<file path="config.mk">
export PLATFORM = sky130hd
export DESIGN_NAME = ps2_host_tx
export DESIGN_NICKNAME = d
export VERILOG_FILES = /design/src/rtl/ps2_host_tx_pkg.sv /design/src/rtl/ps2_host_tx_sync.sv /design/src/rtl/ps2_host_tx.sv
export SDC_FILE = /design/constraint.sdc
export NUM_CORES = 1
export LEC_CHECK = 0
export ABC_AREA = 1
export CAP_MARGIN = 10
export CORE_MARGIN = 3
export CORE_UTILIZATION = 60
export CTS_BUF_LIST = sky130_fd_sc_hd__clkbuf_8 sky130_fd_sc_hd__clkbuf_16
export DETAILED_ROUTE_END_ITERATION = 8
export PLACE_DENSITY_LB_ADDON = 0.12
export REMOVE_ABC_BUFFERS = 1
export SLEW_MARGIN = 15
export SYNTH_ARGS = -nofsm -noshare
export SYNTH_HDL_FRONTEND = slang
export SYNTH_SLANG_ARGS = --single-unit
</file>
<file path="constraint.sdc">
create_clock -name clk100 -period 2.03 [get_ports clk100]
set_input_delay 0.3045 -clock clk100 [delete_from_list [all_inputs] [get_ports clk100]]
set_output_delay 0.3045 -clock clk100 [all_outputs]
set_load 0.1 [all_outputs]
</file>
<file path="src/rtl/ps2_host_tx_pkg.sv">
// Shared definitions for the PS/2 host-to-device transmitter: FSM states,
// frame constants and the command bytes sent to the keyboard.
package ps2_host_tx_pkg;

    typedef enum logic [2:0] {
        ST_IDLE      = 3'd0,
        ST_INHIBIT   = 3'd1,
        ST_RTS       = 3'd2,
        ST_BITS      = 3'd3,
        ST_ACK       = 3'd4,
        ST_WAIT_IDLE = 3'd5
    } tx_state_t;

    localparam int PS2_DATA_BITS   = 8;
    localparam int PS2_FRAME_FALLS = 10;

    localparam logic [7:0] PS2_CMD_SET_LEDS = 8'hED;
    localparam logic [7:0] PS2_CMD_ENABLE   = 8'hF4;
    localparam logic [7:0] PS2_CMD_RESET    = 8'hFF;

    // Odd parity: the parity bit makes the total count of ones odd.
    function automatic logic odd_parity(input logic [7:0] d);
        return ~^d;
    endfunction

endpackage

</file>
<file path="src/rtl/ps2_host_tx_sync.sv">
// Two-flop synchronizer for the PS/2 clock and data pins plus a one-cycle
// strobe on each falling edge of the synchronized clock.
module ps2_host_tx_sync (
    input  logic clk100,
    input  logic rst,
    input  logic ps2_clk_in,
    input  logic ps2_dat_in,
    output logic clk_s,
    output logic dat_s,
    output logic fall
);

    logic [1:0] clk_ff;
    logic [1:0] dat_ff;
    logic       clk_prev;

    // Reset to 1 so an idle (pulled-up) bus never looks like an edge.
    always_ff @(posedge clk100) begin
        if (rst) begin
            clk_ff   <= 2'b11;
            dat_ff   <= 2'b11;
            clk_prev <= 1'b1;
        end else begin
            clk_ff   <= {clk_ff[0], ps2_clk_in};
            dat_ff   <= {dat_ff[0], ps2_dat_in};
            clk_prev <= clk_ff[1];
        end
    end

    assign clk_s = clk_ff[1];
    assign dat_s = dat_ff[1];
    assign fall  = clk_prev & ~clk_ff[1];

endmodule

</file>
<file path="src/rtl/ps2_host_tx.sv">
// PS/2 host-to-device transmitter: request-to-send, then 8 data bits, odd
// parity and stop clocked by the device, followed by an ACK check.
module ps2_host_tx
    import ps2_host_tx_pkg::*;
#(
    parameter int CLK_HZ     = 100_000_000,
    parameter int INHIBIT_US = 100,
    parameter int RTS_US     = 1,
    parameter int TIMEOUT_MS = 15
) (
    input  logic       clk100,
    input  logic       rst,
    input  logic [7:0] tx_data,
    input  logic       tx_start,
    output logic       tx_busy,
    output logic       tx_done,
    output logic       tx_error,
    input  logic       ps2_clk_in,
    input  logic       ps2_dat_in,
    output logic       ps2_clk_oe,
    output logic       ps2_dat_oe,
    output logic [2:0] dbg_state
);

    localparam int INHIBIT_CYC = CLK_HZ / 1_000_000 * INHIBIT_US;
    localparam int RTS_CYC     = CLK_HZ / 1_000_000 * RTS_US;
    localparam int TIMEOUT_CYC = CLK_HZ / 1000 * TIMEOUT_MS;
    localparam int PH_W        = $clog2(INHIBIT_CYC + 1);
    localparam int TO_W        = $clog2(TIMEOUT_CYC + 1);

    // Handshake: tx_start is a one-cycle request, accepted only when the FSM
    // is idle and tx_busy is low; requests while busy are dropped, not queued.

    tx_state_t       state;
    logic [PH_W-1:0] ph_cnt;
    logic [TO_W-1:0] to_cnt;
    logic [3:0]      bitcnt;
    logic [7:0]      shift;
    logic            parity;
    logic            clk_s;
    logic            dat_s;
    logic            fall;

    ps2_host_tx_sync u_sync (
        .clk100     (clk100),
        .rst        (rst),
        .ps2_clk_in (ps2_clk_in),
        .ps2_dat_in (ps2_dat_in),
        .clk_s      (clk_s),
        .dat_s      (dat_s),
        .fall       (fall)
    );

    always_ff @(posedge clk100) begin
        if (rst) begin
            state      <= ST_IDLE;
            ps2_clk_oe <= 1'b0;
            ps2_dat_oe <= 1'b0;
            tx_busy    <= 1'b0;
            tx_done    <= 1'b0;
            tx_error   <= 1'b0;
            ph_cnt     <= '0;
            to_cnt     <= '0;
            bitcnt     <= '0;
            shift      <= '0;
            parity     <= 1'b0;
        end else begin
            tx_done  <= 1'b0;
            tx_error <= 1'b0;
            case (state)
                ST_IDLE: begin
                    ps2_clk_oe <= 1'b0;
                    ps2_dat_oe <= 1'b0;
                    tx_busy    <= 1'b0;
                    if (tx_start && !tx_busy) begin
                        shift      <= tx_data;
                        parity     <= odd_parity(tx_data);
                        ph_cnt     <= '0;
                        tx_busy    <= 1'b1;
                        ps2_clk_oe <= 1'b1;
                        state      <= ST_INHIBIT;
                    end
                end
                ST_INHIBIT: begin
                    if (ph_cnt == PH_W'(INHIBIT_CYC - 1)) begin
                        ph_cnt     <= '0;
                        ps2_dat_oe <= 1'b1;
                        state      <= ST_RTS;
                    end else begin
                        ph_cnt <= ph_cnt + PH_W'(1);
                    end
                end
                ST_RTS: begin
                    // Data held low here is the start bit the device reads.
                    if (ph_cnt == PH_W'(RTS_CYC - 1)) begin
                        ps2_clk_oe <= 1'b0;
                        bitcnt     <= '0;
                        to_cnt     <= '0;
                        state      <= ST_BITS;
                    end else begin
                        ph_cnt <= ph_cnt + PH_W'(1);
                    end
                end
                default: begin
                    // Timeout takes priority over any ACK sample in the same cycle.
                    if (to_cnt == TO_W'(TIMEOUT_CYC - 1)) begin
                        tx_error   <= 1'b1;
                        ps2_clk_oe <= 1'b0;
                        ps2_dat_oe <= 1'b0;
                        state      <= ST_IDLE;
                    end else begin
                        to_cnt <= to_cnt + TO_W'(1);
                        case (state)
                            ST_BITS: begin
                                if (fall) begin
                                    if (bitcnt < 4'(PS2_DATA_BITS))
                                        ps2_dat_oe <= ~shift[bitcnt[2:0]];
                                    else if (bitcnt == 4'(PS2_DATA_BITS))
                                        ps2_dat_oe <= ~parity;
                                    else
                                        ps2_dat_oe <= 1'b0;
                                    if (bitcnt == 4'(PS2_FRAME_FALLS - 1))
                                        state <= ST_ACK;
                                    if (bitcnt != 4'(PS2_FRAME_FALLS))
                                        bitcnt <= bitcnt + 4'd1;
                                end
                            end
                            ST_ACK: begin
                                if (fall) begin
                                    if (!dat_s) begin
                                        state <= ST_WAIT_IDLE;
                                    end else begin
                                        tx_error <= 1'b1;
                                        state    <= ST_IDLE;
                                    end
                                end
                            end
                            ST_WAIT_IDLE: begin
                                if (clk_s && dat_s) begin
                                    tx_done <= 1'b1;
                                    state   <= ST_IDLE;
                                end
                            end
                            default: begin
                                ps2_clk_oe <= 1'b0;
                                ps2_dat_oe <= 1'b0;
                                state      <= ST_IDLE;
                            end
                        endcase
                    end
                end
            endcase
        end
    end

    assign dbg_state = state;

endmodule

</file>
==> flow_summary.ini, run 1 <==
[logic_synthesis]
syn_inst = 591
synth_cell_type_count = 31
yosysWarnings = 0
yosysSeqAreaShare_pct = 33.3
synth_seq_cells = 61
syn_area_sq_um = 3670
syn_avg_cell_area_sq_um = 6.21

[sta]
min_period_ns = 1.85
skew_ns = 0.0121
period_share_pct = 91.3
finalSetupViolations = 0
tightestPinTransition_ns = 0.428
slew_headroom_pct = 71.4
slew_viol_final = 0
setup_slack_ns = 0.178
rsz0062_at_grt = false
clock.fmax_mhz = 540
hold_viol = 0

[global_routing]
grt_start_max_net_pins = 40
grt_use_met3_pct = 5.20
grt.busiest_layer = met2
use_met1_pct = 33.5
overflow = 0
grt_antenna_before_repair = 0
use_met2_pct = 42.3
grtUsageTotal_pct = 25.8
grt_pass1_vias = 3383
grt_pass1_wl_um = 15200

[detailed_routing]
totalWireLength_um = 9010
via_count = 3747
avgViaCountPerCell = 5.40
ant_nets = 0
first_pass_iters = 5
drtIter0Drc = 284
drcViolationCount = 0
wl_per_cell_um = 13.0

[place]
dpl.hpwl_um = 6620
pre_cts_slack_ns = 0.223
place_congestion = 0.908
port_buffers = 20

[clock_network]
clk_pin_slew_ns = 0.08
clock_tree.buffer_depth = 2
ctsHoldBuffers = 0
htreeDepth = 3
cts_sinks = 61
post_cts_buffers = 0
cts_root_buf = clkbuf_8
post_cts_resized = 0
cts_tree = yes
clock_latency_ns = 0.35
cts_buffers = 9

[cells_and_area]
antennaDiodeCount = 0
multi_input_area_sq_um = 2130
syn_to_final_growth_pct = 12.6
final_util_pct = 72.4
regArea_sq_um = 1220
n_fill_cell = 501
fin_nets = 636
drive_gt1_share_pct = 8.20

[floorplan]
die_h_um = 84.2
io-pin-count = 21
placementRows = 27
core_sq_um = 5710
die_area_sq_um = 7090
start_util_pct = 64.3
die_w_um = 84.2

[power_and_ir_drop]
p_leak_uw = 0.00171
irDropWorstVdd_v = 0.000658
p_per_area_nw_per_um2 = 956

[worst_setup_path]
cp_max_fo = 5
crit_chain = ha_1, nand2_1, nor2_1, nand2_1, nor2_1, xor2_1, nand3_1, a21oi_1
cp-end-kind = flop
crit_family = simple AND/OR/NAND/NOR gates
cp.buffers_inverters = 0
worst_path_largest_cell_delay_ns = 0.39
start_kind = flop
required_ns = 2.30
cpMaxStageDelayCell = dfxtp_1
arrival_ns = 2.13
crit_type = reg2reg

[worst_hold_path]
hp-class = reg2reg

[run]
max_cap_violations = 0

[run_status]
status = finished clean
[cells in the mapped netlist]
cell	number	area [sq um]
nand3_2	1	10.0
buf_1	1	3.75
or2_2	4	25.0
o21ai_1	1	5.00
clkbuf_1	6	22.5
buf_4	1	7.51
nand2_1	166	623
o211ai_1	2	15.0
nand2_4	1	11.3
dfxtp_1	61	1220
inv_1	61	229
xor2_1	14	123
a21oi_1	40	200
nand4_1	7	43.8
nor4_1	1	6.26
o21ai_0	24	120
nor2_1	105	394
nor3_1	9	45.0
inv_2	4	15.0
nand3_1	49	245
xnor2_1	11	96.3
nor3_2	3	30.0
a211oi_1	1	7.51
nor2_2	1	6.26
nand3_4	1	17.5
buf_6	2	22.5
a31oi_1	1	6.26
ha_1	6	75.1
buf_2	5	25.0
nor3b_1	1	7.51
nor2_4	1	11.3
[flip-flops by register name (all words and copies together), names as in the netlist]
name	count
to_cnt	21
tx_error	1
u_sync.clk_ff	2
shift	8
ps2_dat_oe	1
u_sync.dat_ff	2
u_sync.clk_prev	1
bitcnt	4
tx_done	1
ph_cnt	14
ps2_clk_oe	1
tx_busy	1
parity	1
dbg_state	3
[cell type report]
| cell class | instances | share of cell area [%] |
|---|---|---|
| Multi-Input combinational cell | 450 | 51.4 |
| Sequential cell | 61 | 29.5 |
| Timing Repair Buffer | 30 | 6.17 |
| Inverter | 65 | 5.90 |
| Clock buffer | 9 | 3.00 |
| Tap cell | 72 | 2.18 |
| Clock inverter | 7 | 1.79 |
[layout by cell type, fill, tap and decap left out, types with 2 or more instances in the layout]
cell type / n
xor2_1: 14
dfxtp_1: 61
xnor2_1: 11
clkinv_4: 2
inv_1: 61
nand4_1: 7
nand2_1: 166
nor3_1: 9
clkdlybuf4s50_1: 12
o211ai_1: 2
clkbuf_8: 9
ha_1: 5
o21ai_0: 24
nand3_1: 49
a21oi_1: 40
nor3_2: 3
clkinv_2: 2
buf_4: 18
nor2_1: 105
or2_2: 4
inv_2: 4
[where the power goes]
group	internal [uW]	leakage, uW	switching [uW]
sequential	1330	0.000496	91.1
combinational	384	0.00111	1060
clock	570	0.0000996	525
[worst paths after layout]
| check | endpoint | startpoint | cells past startpoint | slack (ns) |
|---|---|---|---|---|
| worst max-delay path | to_cnt[16]$_SDFFE_PP0P_ | to_cnt[0]$_SDFFE_PP0P_ | 8 | 0.18 |
| worst min-delay path | u_sync.dat_ff[1]$_SDFF_PP1_ | u_sync.dat_ff[0]$_SDFF_PP1_ | 1 | 0.42 |
| worst max register to register | to_cnt[16]$_SDFFE_PP0P_ | to_cnt[0]$_SDFFE_PP0P_ | 8 | 0.18 |
| worst min register to register | u_sync.dat_ff[1]$_SDFF_PP1_ | u_sync.dat_ff[0]$_SDFF_PP1_ | 1 | 0.42 |
[metal layers]
layer	vias up	wire (um)
met3	18	593
met2	127	4260
li1	1923	-
met1	1679	4020
met4	0	136
met5	-	0
[through the flow]
stage | area [sq um] | setup TNS (ns) | total power [uW] | hold slack (ns) | cells
floorplan | 3590 | -18.79 | 2450 | 0.374 | 576
global placement | 3940 | 0 | 2840 | 0.392 | 678
detailed placement | 3940 | 0 | 2870 | 0.402 | 678
CTS | 4130 | 0 | 3940 | 0.419 | 694
global route | 4140 | 0 | 4180 | 0.439 | 694
finish | 4140 | 0 | 3960 | 0.416 | 694
[cells by family after synthesis]
| family | Yosys count | synth area share [%] |
|---|---|---|
| DFF | 61 | 33.3 |
| xor gates and xnor gates | 25 | 5.96 |
| adders and majority gates | 6 | 2.04 |
| AOI/OAI and AO/OA | 69 | 9.65 |
| buffers and inverters | 80 | 8.86 |
| and+or+nand+nor | 350 | 40.2 |
Power figures use the tool's default switching activity.
==> run 2: changes to the inputs <==
--- a/config.mk
+++ b/config.mk
@@ -10,6 +10,7 @@
 export CORE_MARGIN = 3
 export CORE_UTILIZATION = 60
 export CTS_BUF_LIST = sky130_fd_sc_hd__clkbuf_8 sky130_fd_sc_hd__clkbuf_16
+export CTS_CLUSTER_SIZE = 25
 export DETAILED_ROUTE_END_ITERATION = 8
 export PLACE_DENSITY_LB_ADDON = 0.12
 export REMOVE_ABC_BUFFERS = 1
==> results of run 2 <==
No change in the layout: final DEF, timing and power equal those of run 1.
